`config.mk`:
```
export PLATFORM = sky130hd
export DESIGN_NAME = blood_entry_ctrl
export DESIGN_NICKNAME = d
export VERILOG_FILES = /design/src/rtl/blood_pkg.sv /design/src/rtl/blood_entry_ctrl_debounce_edge.sv /design/src/rtl/blood_entry_ctrl.sv
export SDC_FILE = /design/constraint.sdc
export NUM_CORES = 1
export LEC_CHECK = 0
export CELL_PAD_IN_SITES_DETAIL_PLACEMENT = 0
export CELL_PAD_IN_SITES_GLOBAL_PLACEMENT = 1
export CORE_MARGIN = 5
export CORE_UTILIZATION = 50
export CTS_BUF_LIST = sky130_fd_sc_hd__clkbuf_8 sky130_fd_sc_hd__clkbuf_16
export DETAILED_ROUTE_END_ITERATION = 10
export PLACE_DENSITY = 0.85
export SLEW_MARGIN = 20
export SYNTH_ARGS = -nofsm -noshare
export SYNTH_HDL_FRONTEND = slang
export SYNTH_SLANG_ARGS = --single-unit
```
`constraint.sdc`:
```
create_clock -name Sys_CLK -period 3.7 [get_ports Sys_CLK]
set_input_delay 0.555 -clock Sys_CLK [delete_from_list [all_inputs] [get_ports Sys_CLK]]
set_output_delay 0.555 -clock Sys_CLK [all_outputs]
set_load 0.02 [all_outputs]
```
`src/rtl/blood_pkg.sv`:
```
// Shared types and constants for the blood-type entry controller.
package blood_pkg;

    // Entry FSM states; encoding is visible on the debug port.
    typedef enum logic [1:0] {
        ST_IDLE   = 2'd0,
        ST_WAIT_M = 2'd1,
        ST_WAIT_F = 2'd2,
        ST_SHOW   = 2'd3
    } state_t;

    // Bit positions of the alleles inside a parent code.
    localparam int unsigned A_BIT = 1;
    localparam int unsigned B_BIT = 0;

    // Board timing at 50 MHz.
    localparam int unsigned DEF_DEBOUNCE_CYCLES = 500_000;
    localparam int unsigned DEF_BLINK_CYCLES    = 12_500_000;
    localparam int unsigned DEF_TIMEOUT_CYCLES  = 500_000_000;

    // Counter width able to hold 0 .. n-1 (at least one bit).
    function automatic int unsigned cnt_w(input int unsigned n);
        return (n > 1) ? $clog2(n) : 1;
    endfunction

endpackage

```
`src/rtl/blood_entry_ctrl_debounce_edge.sv`:
```
// Synchroniser, debouncer and rising-edge pulse for one asynchronous pin.
module debounce_edge
    import blood_pkg::*;
#(
    parameter int unsigned DEBOUNCE_CYCLES = DEF_DEBOUNCE_CYCLES
) (
    input  logic i_clk,
    input  logic i_rst,
    input  logic i_pin,
    output logic o_rise
);

    localparam int unsigned CW = cnt_w(DEBOUNCE_CYCLES);

    logic          r_s1;
    logic          r_s2;
    logic          r_lvl;
    logic          r_rise;
    logic [CW-1:0] r_cnt;
    logic          w_done;

    assign w_done = (r_cnt == CW'(DEBOUNCE_CYCLES - 1));
    assign o_rise = r_rise;

    // Two-flop sync, then count consecutive samples that disagree with the accepted level.
    always_ff @(posedge i_clk) begin
        if (i_rst) begin
            r_s1   <= 1'b0;
            r_s2   <= 1'b0;
            r_lvl  <= 1'b0;
            r_rise <= 1'b0;
            r_cnt  <= '0;
        end else begin
            r_s1   <= i_pin;
            r_s2   <= r_s1;
            r_rise <= 1'b0;
            if (r_s2 == r_lvl) begin
                r_cnt <= '0;
            end else if (w_done) begin
                r_cnt  <= '0;
                r_lvl  <= r_s2;
                r_rise <= r_s2;
            end else begin
                r_cnt <= r_cnt + CW'(1);
            end
        end
    end

endmodule

```
`src/rtl/blood_entry_ctrl.sv`:
```
// Order-independent, debounced parent-code entry for the blood-type calculator.
module blood_entry_ctrl
    import blood_pkg::*;
#(
    parameter int unsigned DEBOUNCE_CYCLES = DEF_DEBOUNCE_CYCLES,
    parameter int unsigned BLINK_CYCLES    = DEF_BLINK_CYCLES,
    parameter int unsigned TIMEOUT_CYCLES  = DEF_TIMEOUT_CYCLES
) (
    input  logic       Sys_CLK,
    input  logic       Sys_RST,
    input  logic [1:0] Switch,
    input  logic [1:0] Key,
    input  logic       Clr,
    output logic [1:0] father,
    output logic [1:0] mother,
    output logic       father_vld,
    output logic       mother_vld,
    output logic       calc_en,
    output logic       disp_en,
    output logic [3:0] LED,
    output logic [1:0] state_o
);

    localparam int unsigned TO_W = cnt_w(TIMEOUT_CYCLES);
    localparam int unsigned BL_W = cnt_w(BLINK_CYCLES);

    logic [1:0]      r_key_s1;
    logic [1:0]      r_key_s2;
    state_t          r_state;
    logic [1:0]      r_father;
    logic [1:0]      r_mother;
    logic            r_father_vld;
    logic            r_mother_vld;
    logic            r_calc_en;
    logic            r_disp_en;
    logic [TO_W-1:0] r_to;
    logic [BL_W-1:0] r_bc;

    logic            w_rise_f;
    logic            w_rise_m;
    logic            w_rise_clr;
    logic [1:0]      w_key;
    logic            w_wait;
    logic            w_to_done;
    logic            w_blink_wrap;
    logic            w_go_idle;

    debounce_edge #(.DEBOUNCE_CYCLES(DEBOUNCE_CYCLES)) u_db_f (
        .i_clk(Sys_CLK), .i_rst(Sys_RST), .i_pin(Switch[1]), .o_rise(w_rise_f)
    );
    debounce_edge #(.DEBOUNCE_CYCLES(DEBOUNCE_CYCLES)) u_db_m (
        .i_clk(Sys_CLK), .i_rst(Sys_RST), .i_pin(Switch[0]), .o_rise(w_rise_m)
    );
    debounce_edge #(.DEBOUNCE_CYCLES(DEBOUNCE_CYCLES)) u_db_clr (
        .i_clk(Sys_CLK), .i_rst(Sys_RST), .i_pin(Clr), .o_rise(w_rise_clr)
    );

    // Key is a level read only at a capture, so it is synchronised but not debounced.
    always_ff @(posedge Sys_CLK) begin
        if (Sys_RST) begin
            r_key_s1 <= 2'b00;
            r_key_s2 <= 2'b00;
        end else begin
            r_key_s1 <= Key;
            r_key_s2 <= r_key_s1;
        end
    end

    assign w_key        = {r_key_s2[A_BIT], r_key_s2[B_BIT]};
    assign w_wait       = (r_state == ST_WAIT_M) || (r_state == ST_WAIT_F);
    assign w_to_done    = (r_to == TO_W'(TIMEOUT_CYCLES - 1));
    assign w_blink_wrap = (r_bc == BL_W'(BLINK_CYCLES - 1));
    // Clear wins over switches; a switch rise beats an expiring timeout.
    assign w_go_idle    = w_rise_clr | (w_wait & w_to_done & ~w_rise_f & ~w_rise_m);

    // Entry FSM with capture registers, timeout and blink counters.
    always_ff @(posedge Sys_CLK) begin
        if (Sys_RST || w_go_idle) begin
            r_state      <= ST_IDLE;
            r_father     <= 2'b00;
            r_mother     <= 2'b00;
            r_father_vld <= 1'b0;
            r_mother_vld <= 1'b0;
            r_calc_en    <= 1'b0;
            r_disp_en    <= 1'b0;
            r_to         <= '0;
            r_bc         <= '0;
        end else begin
            if (w_rise_f) begin
                r_father     <= w_key;
                r_father_vld <= 1'b1;
            end
            if (w_rise_m) begin
                r_mother     <= w_key;
                r_mother_vld <= 1'b1;
            end
            unique case (r_state)
                ST_IDLE: begin
                    if (w_rise_f || w_rise_m) begin
                        r_state   <= (w_rise_f && w_rise_m) ? ST_SHOW
                                   : (w_rise_f ? ST_WAIT_M : ST_WAIT_F);
                        r_calc_en <= w_rise_f && w_rise_m;
                        r_disp_en <= 1'b1;
                        r_to      <= '0;
                        r_bc      <= '0;
                    end
                end
                ST_WAIT_M, ST_WAIT_F: begin
                    if ((r_state == ST_WAIT_M) ? w_rise_m : w_rise_f) begin
                        r_state   <= ST_SHOW;
                        r_calc_en <= 1'b1;
                        r_disp_en <= 1'b1;
                        r_to      <= '0;
                        r_bc      <= '0;
                    end else begin
                        // Recapturing the already-entered parent restarts the timeout.
                        r_to <= (w_rise_f || w_rise_m) ? '0 : r_to + TO_W'(1);
                        if (w_blink_wrap) begin
                            r_bc      <= '0;
                            r_disp_en <= ~r_disp_en;
                        end else begin
                            r_bc <= r_bc + BL_W'(1);
                        end
                    end
                end
                ST_SHOW: begin
                    r_disp_en <= 1'b1;
                    r_calc_en <= 1'b1;
                end
            endcase
        end
    end

    assign father     = r_father;
    assign mother     = r_mother;
    assign father_vld = r_father_vld;
    assign mother_vld = r_mother_vld;
    assign calc_en    = r_calc_en;
    assign disp_en    = r_disp_en;
    assign LED        = {r_father, r_mother};
    assign state_o    = r_state;

endmodule

```
==> results of run 1 <==
[layer usage]
layer | vias up | part of all wire [%] | global-route usage [%]
li1 | 2414 | - | -
met1 | 2197 | 47 | 22.1
met2 | 79 | 48 | 29.8
met3 | 13 | 4.3 | 4.63
met4 | 0 | 1.2 | 7.02
met5 | - | 0 | 0
[critical path, delay by kind of cell (launching register included)]
family / cells / cell delay (ns)
adders and majority gates: 1 / 0.44
and+or+nand+nor: 2 / 0.56
buffers and inverters: 2 / 0.48
DFF: 1 / 0.38
AOI/OAI and AO/OA: 3 / 0.63
[state kept, by name (all words and copies together) (netlist names), 2 cells and up]
name,flops
r_key_s2,2
r_bc,24
r_key_s1,2
u_db_m.r_cnt,19
father,2
u_db_f.r_cnt,19
state_o,2
u_db_clr.r_cnt,19
mother,2
r_to,29
[final timing paths]
check / cells past startpoint / slack, ns / startpoint / to
worst min-delay path: 1 / 0.44 / u_db_f.r_s1 / u_db_f.r_s2
worst min register to register: 1 / 0.44 / u_db_f.r_s1 / u_db_f.r_s2
worst max register to register: 8 / 1.06 / state_o[0] / disp_en
worst max-delay path: 8 / 1.06 / state_o[0] / disp_en
[layout by cell type, fill, tap and decap left out, types with 7 or more instances in the layout]
cell / synthesis / final
sky130_fd_sc_hd__nand2_1: 42 / 42
sky130_fd_sc_hd__clkdlybuf4s50_1: 0 / 20
sky130_fd_sc_hd__nor2_1: 122 / 122
sky130_fd_sc_hd__or4_1: 7 / 7
sky130_fd_sc_hd__mux2i_1: 8 / 8
sky130_fd_sc_hd__and3_1: 12 / 12
sky130_fd_sc_hd__and4_1: 10 / 10
sky130_fd_sc_hd__xnor2_1: 54 / 54
sky130_fd_sc_hd__clkbuf_16: 0 / 17
sky130_fd_sc_hd__nor4b_1: 9 / 9
sky130_fd_sc_hd__nor2b_1: 12 / 12
sky130_fd_sc_hd__ha_1: 8 / 8
sky130_fd_sc_hd__dfxtp_1: 136 / 136
sky130_fd_sc_hd__nor3_1: 45 / 45
sky130_fd_sc_hd__inv_1: 18 / 19
sky130_fd_sc_hd__xor2_1: 46 / 46
sky130_fd_sc_hd__nor4_1: 19 / 19
sky130_fd_sc_hd__nand4_1: 27 / 27
sky130_fd_sc_hd__nand3_1: 47 / 47
[kinds of logic (layout without fill, tap and decap cells)]
family	after synthesis	count (layout)	share of synthesized area [%]
AOI/OAI and AO/OA	21	21	2.66
xor gates and xnor gates	100	100	14.4
adders and majority gates	8	8	1.65
buffers and inverters	45	75	3.67
DFF	136	136	44.9
muxes	8	8	1.32
and+or+nand+nor	373	373	31.4
[power breakdown]
part / leakage, uW / switching, uW / total [uW] / internal [uW]
combinational: 0.000796 / 22.7 / 36.5 / 13.8
sequential: 0.00110 / 2.98 / 1470 / 1470
clock: 0.000282 / 619 / 1630 / 1010
[area by class of cell]
class	count	share of cell area [%]
Clock inverter	10	1.37
Multi-Input combinational cell	510	45.2
Clock buffer	22	7.13
Sequential cell	136	39.3
Inverter	18	0.974
Tap cell	147	2.65
Timing Repair Buffer	25	3.43
[per-stage QoR]
| step | util (%) | power (uW) |
|---|---|---|
| after floorplan | - | 1530 |
| after global placement | 53.0 | 1540 |
| after detailed placement | 53.0 | 1540 |
| after CTS | 58.0 | 3180 |
| after global routing | 58.0 | 3240 |
| final | 58.0 | 3140 |
==> results.md, run 1 <==
- Worst slew margin relative to its limit: about 33%
- Async S/R FF share, synth: 0%
- Unique cell type count in the Yosys netlist: 44
- Number of top-level pins: 21
- FF+latch count, synth: 136
- Total negative slack: 0 ns
- Final min period: 2.64 ns
- Via count: between 4000 and 5000
- Final non-filler cell total: about 870
- Count leader, synth: sky130_fd_sc_hd__dfxtp_1
- Library cell occupying the most area in the post-synthesis netlist: sky130_fd_sc_hd__dfxtp_1
- NumNets Final: 723
- Post-detailed-routing wire length: between 10 and 15 mm
- Critical path type: reg -> reg
- Unrepaired setup endpoints after global routing: false
- Cell types occupying the most area after synthesis: sky130_fd_sc_hd__dfxtp_1 (45%), sky130_fd_sc_hd__xnor2_1 (7.8%), sky130_fd_sc_hd__nor2_1 (7.5%)
- Clk buf depth: 2
- Post-route standard cell area excluding fillers: approximately 6900 sq um
- Overflow left after global routing: 0
- X dimension of the die: about 120 microns
- Number of sinks handled by clock tree synthesis: between 100 and 150
- Crit path DAT: a little under 3 ns
- Initial antenna violation count: 0
- Largest vdd supply drop: 0.000324 V
- Overall die height: between 100 and 150 microns
- Area taken by flip-flops and latches: roughly 2700 sq um
- Synth Instances: between 600 and 700
- Clock slew at reported path FFs: roughly 0.060 ns
- Multi-input gate area in the final layout: 3130 sq um
- CTS tree: built
- Portion of synthesized cell area occupied by the leading cell type: between 40 and 50%
- Status: complete, no violations
- Total core area: around 12000 sq um
- Total of endpoints with negative setup slack in the final report: 0
- H-tree lvl count: 4
- Number of diodes added for antenna fixing: 0
- Worst-case hold slack: 0.440 ns
- Synth top cells by count: sky130_fd_sc_hd__dfxtp_1 (136), sky130_fd_sc_hd__nor2_1 (122), sky130_fd_sc_hd__xnor2_1 (54), sky130_fd_sc_hd__nand3_1 (47), sky130_fd_sc_hd__xor2_1 (46)
- Required time of the critical path: approximately 4 ns
- Min-Delay Path Class: reg -> reg
- Clock Skew: approximately 0.016 ns
- Area of the die: between 10000 and 15000 sq um
- Share of cells above drive strength 1: under 10%
- Tcrit/Tclk final: between 70% and 80%
- Final-layout fill cell count: about 1100
- Crit-path max cell delay: roughly 0.44 ns
- Post-synth EDFFs: 0
- Via count of the first global-routing pass: ~4600
- Synthesized net count: 706
- Setup crit start kind: flop
- Remaining antenna violation count after routing: 0
- Crit end category: flop
- Count of pins over their slew limit: 0
- Critical Path Fanout Max: 39
- Total placed instance area: around 6300 sq um
- Tightest Pin Transition: ~1.0 ns
- Post-synthesis average cell area: 8.78 sq um
- Critical path cell sequence: inv_1 -> ha_1 -> nor2b_1 -> nand4_1 -> o31ai_4 -> buf_4 -> o21bai_1 -> o21ba_2
- Post-CTS setup buffer count: 0
- Post-cts hold buffer count: 0
- Leakage power: around 0.0022 uW
- Skew-Pair Late Insertion Delay: roughly 0.42 ns
- Crit-path slowest cell: sky130_fd_sc_hd__ha_1
- Residual DRC: 0
- Placer congestion estimate: ~0.8
- Number of placed instances with taps included: 836
- Maximum number of pins on one net before global-route repair: 40
- Sequential element share of the synthesized area: between 40% and 50%
- First-pass DRT Iterations: 5
- Layout overhead on the synthesized area: 14.2%
- Netlist area before placement: between 6000 and 7000 sq um
- Setup ws final: around 1.1 ns
- Starting utilization of the core area: 50.7%
- Post-DR wirelength/cell: 13.7 microns
- Number of vias per cell: 5.42
- Global-route wire length before repair: roughly 21 mm
- Most used flip-flop cell after synthesis: sky130_fd_sc_hd__dfxtp_1
- Half-perimeter wire length of the detailed placement result: between 8 and 9 mm
- Fmax: roughly 380 MHz
- Combined global-route utilization of all metal layers: between 15 and 20%
- Reported max-cap violation count: 0
- Minimum setup slack after placement: between 1 and 1.5 ns
- Final-report hold violation count: 0
- Pwr Density: 453 nW/um^2
- Number of buffer cells added on primary ports: 20
- CTS root buf: sky130_fd_sc_hd__clkbuf_16
- Total CTS buffers: 17
- Violation count after the first detailed-routing iteration: around 310
- FP Rows: 40
- Post-cts repair resize count: 0
- Number of warning messages in the yosys log: 0
(Power assumes the default switching activity.)
==> inputs of run 2 (changes only) <==
--- a/config.mk
+++ b/config.mk
@@ -8,10 +8,10 @@
 export CELL_PAD_IN_SITES_DETAIL_PLACEMENT = 0
 export CELL_PAD_IN_SITES_GLOBAL_PLACEMENT = 1
 export CORE_MARGIN = 5
-export CORE_UTILIZATION = 50
+export CORE_UTILIZATION = 42
 export CTS_BUF_LIST = sky130_fd_sc_hd__clkbuf_8 sky130_fd_sc_hd__clkbuf_16
 export DETAILED_ROUTE_END_ITERATION = 10
-export PLACE_DENSITY = 0.85
+export PLACE_DENSITY = 0.76
 export SLEW_MARGIN = 20
 export SYNTH_ARGS = -nofsm -noshare
 export SYNTH_HDL_FRONTEND = slang
==> constraint.sdc (replaced) <==
create_clock -name Sys_CLK -period 2.3 [get_ports Sys_CLK]
set_input_delay 0.345 -clock Sys_CLK [delete_from_list [all_inputs] [get_ports Sys_CLK]]
set_output_delay 0.345 -clock Sys_CLK [all_outputs]
set_load 0.02 [all_outputs]
==> run 2 against run 1 <==
  * Via count up 1.8%
  * Critical path depth down 1
  * Design area up 5.3%
  * Sequential share of layout area down 2.0 points
  * Utilization down 7.1 points
  * Critical path type unchanged
  * Highest routed layer unchanged
==> results.md, run 2 (synthesis gave the netlist of run 1 again) <==
- Via count: around 4800
- Post-DR wirelength/cell: ~13 microns
- Combinational group share of total power: 1.4%
- Combined global-route utilization of all metal layers: between 10% and 20%
- Total core area: about 14000 sq um
- Number of diodes added for antenna fixing: 0
- Final min period: 2.17 ns
- Post-detailed-routing wire length: 12.3 mm
- Final-report hold violation count: 0
- Crit end category: flop
- Clk buf depth: 2
- Count of pins over their slew limit: 0
- Worst slew margin relative to its limit: ~51%
- Int Pwr: between 4000 and 5000 uW
- Largest regs: r_to: 29 flops, r_bc: 24 flops
- Sw Ratio: a little over a fifth
- Highest-count cells in the layout ignoring fill and taps: sky130_fd_sc_hd__dfxtp_1 (135), sky130_fd_sc_hd__nor2_1 (121), sky130_fd_sc_hd__xnor2_1 (54)
- Reported max-cap violation count: 0
- Number of buffer cells added on primary ports: 20
- Total of endpoints with negative setup slack in the final report: 0
- X dimension of the die: approximately 130 microns
- Setup crit start kind: flop
- NumNets Final: between 700 and 800
- CTS root buf: sky130_fd_sc_hd__clkbuf_16
- H-tree lvl count: 4
- Post-cts hold buffer count: 0
- Critical path type: reg -> reg
- Fmax: approximately 460 MHz
- Leakage power: about 0.0024 uW
- Pwr Total: between 5000 and 6000 uW
- Maximum number of pins on one net before global-route repair: 25
- Layout overhead on the synthesized area: 20.3%
- Global-route wire length before repair: approximately 21 mm
- Largest vdd supply drop: approximately 0.00057 V
- Tightest Pin Transition: about 0.73 ns
- Number of vias per cell: 5.15
- Overflow left after global routing: 0
- Finished Core Util: 50.8%
- Min-Delay Path Class: reg -> reg
- Global-route track usage on met2: between 20% and 30%
- Top Usage Layer GRT: met2
- Clock Skew: 0.00674 ns
- Tcrit/Tclk final: between 90% and 100%
- Residual DRC: 0
- Initial antenna violation count: 0
- Starting utilization of the core area: between 40% and 50%
- Remaining antenna violation count after routing: 0
- Number of sinks handled by clock tree synthesis: roughly 140
- Switching power: ~1100 uW
- Skew-Pair Late Insertion Delay: approximately 0.42 ns
- Total CTS buffers: 17
- Share of cells above drive strength 1: between 10% and 20%
- Most common cell after layout, fill and taps aside: sky130_fd_sc_hd__dfxtp_1
- Fraction of met3 tracks used by global routing: 4.30%
- Critical Path Fanout Max: 7
- CTS tree: built
- Violation count after the first detailed-routing iteration: about 320
- Area of the die: around 17000 sq um
- Status: complete, no violations
- Pwr Density: 713 nW/um^2
- Fraction of power consumed by the clock network: a little over half
- Unrepaired setup endpoints after global routing: true
- Register with the most flip-flops: r_to
- Placer congestion estimate: ~0.80
- Clock slew at reported path FFs: about 0.06 ns
- Required time of the critical path: 2.61 ns
- Overall die height: about 130 microns
- Register share of total power: 45.5%
- Flip-flop count of the largest register, all copies and words added: 29
- Via count of the first global-routing pass: approximately 4500
- Half-perimeter wire length of the detailed placement result: about 8.7 mm
- Number of top-level pins: 21
- FP Rows: between 40 and 50
- First-pass DRT Iterations: 5
- Crit path DAT: between 2 and 2.5 ns
- Global-route track usage on met1: approximately a fifth
-- run 2: cell count changes in the layout (fill, tap and decap cells not counted), moves of 2 or more --
cell and delta:
sky130_fd_sc_hd__nor4_1 -6, sky130_fd_sc_hd__buf_12 +4, sky130_fd_sc_hd__inv_6 +3, sky130_fd_sc_hd__buf_4 +22, sky130_fd_sc_hd__nor4_2 +5, sky130_fd_sc_hd__bufinv_16 +2
sky130_fd_sc_hd__clkbuf_8 -5
-- run 2: layer usage --
layer | wire length (microns) | vias up
li1 | - | 2472
met1 | 6060 | 2244
met2 | 5740 | 59
met3 | 319 | 15
met4 | 229 | 0
met5 | 0 | -
-- run 2: area by class of cell --
cell class                      instances  area, sq um
Tap cell                              184          230
Clock buffer                           17          425
Inverter                               18         67.6
Timing Repair Buffer                   51          483
Clock inverter                         15          178
Fill cell                            1331         7070
Multi-Input combinational cell        510         3200
Sequential cell                       136         2720
-- run 2: worst max-delay path, cell delays in order (launching register included) --
cell,delay [ns]
sky130_fd_sc_hd__dfxtp_1,0.32
sky130_fd_sc_hd__inv_1,0.08
sky130_fd_sc_hd__ha_2,0.39
sky130_fd_sc_hd__nor2_1,0.11
sky130_fd_sc_hd__or4_4,0.59
sky130_fd_sc_hd__nor4_1,0.35
sky130_fd_sc_hd__xnor2_1,0.16
sky130_fd_sc_hd__nor3_1,0.05
-- run 2: what timing repair did --
action	CTS	global route
gates resized for setup	1	12
setup endpoints to repair	13	58
pin swaps	0	3
buffers inserted	0	1
-- run 2: final timing paths --
check                startpoint             to  slack, ns  cells after the start
hold / removal    u_db_clr.r_s1  u_db_clr.r_s2       0.44                      1
hold reg to reg   u_db_clr.r_s1  u_db_clr.r_s2       0.44                      1
setup / recovery     state_o[1]       r_bc[19]       0.13                      7
setup reg to reg     state_o[1]       r_bc[19]       0.13                      7
-- run 2: power by group through the flow --
| stage | Clock (uW) | Sequential, uW | Combinational, uW |
|---|---|---|---|
| floorplan | 0 | 2420 | 42.3 |
| global placement | 0 | 2420 | 73.3 |
| detailed placement | 0 | 2420 | 75.1 |
| CTS | 2830 | 2370 | 75.3 |
| global route | 2930 | 2370 | 82.2 |
| finish | 2760 | 2370 | 74.8 |
-- run 2: metrics by stage --
step,setup slack [ns],instance area (sq um),hold slack [ns],setup TNS (ns),instances
detailed placement,-0.122,6630,0.427,-0.927,898
global placement,-0.0515,6630,0.421,-0.160,898
CTS,0.0267,7230,0.441,0,930
global route,-0.0216,7300,0.463,-0.0330,931
finish,0.132,7300,0.437,0,931
floorplan,0.0469,6070,0.414,0,691
==> inputs of run 3 (changes only) <==
--- a/config.mk
+++ b/config.mk
@@ -12,7 +12,7 @@
 export CTS_BUF_LIST = sky130_fd_sc_hd__clkbuf_8 sky130_fd_sc_hd__clkbuf_16
 export DETAILED_ROUTE_END_ITERATION = 10
 export PLACE_DENSITY = 0.76
-export SLEW_MARGIN = 20
+export SLEW_MARGIN = 5
 export SYNTH_ARGS = -nofsm -noshare
 export SYNTH_HDL_FRONTEND = slang
 export SYNTH_SLANG_ARGS = --single-unit
==> results of run 3 <==
Final layout, timing and power as in run 2 (identical DEF).
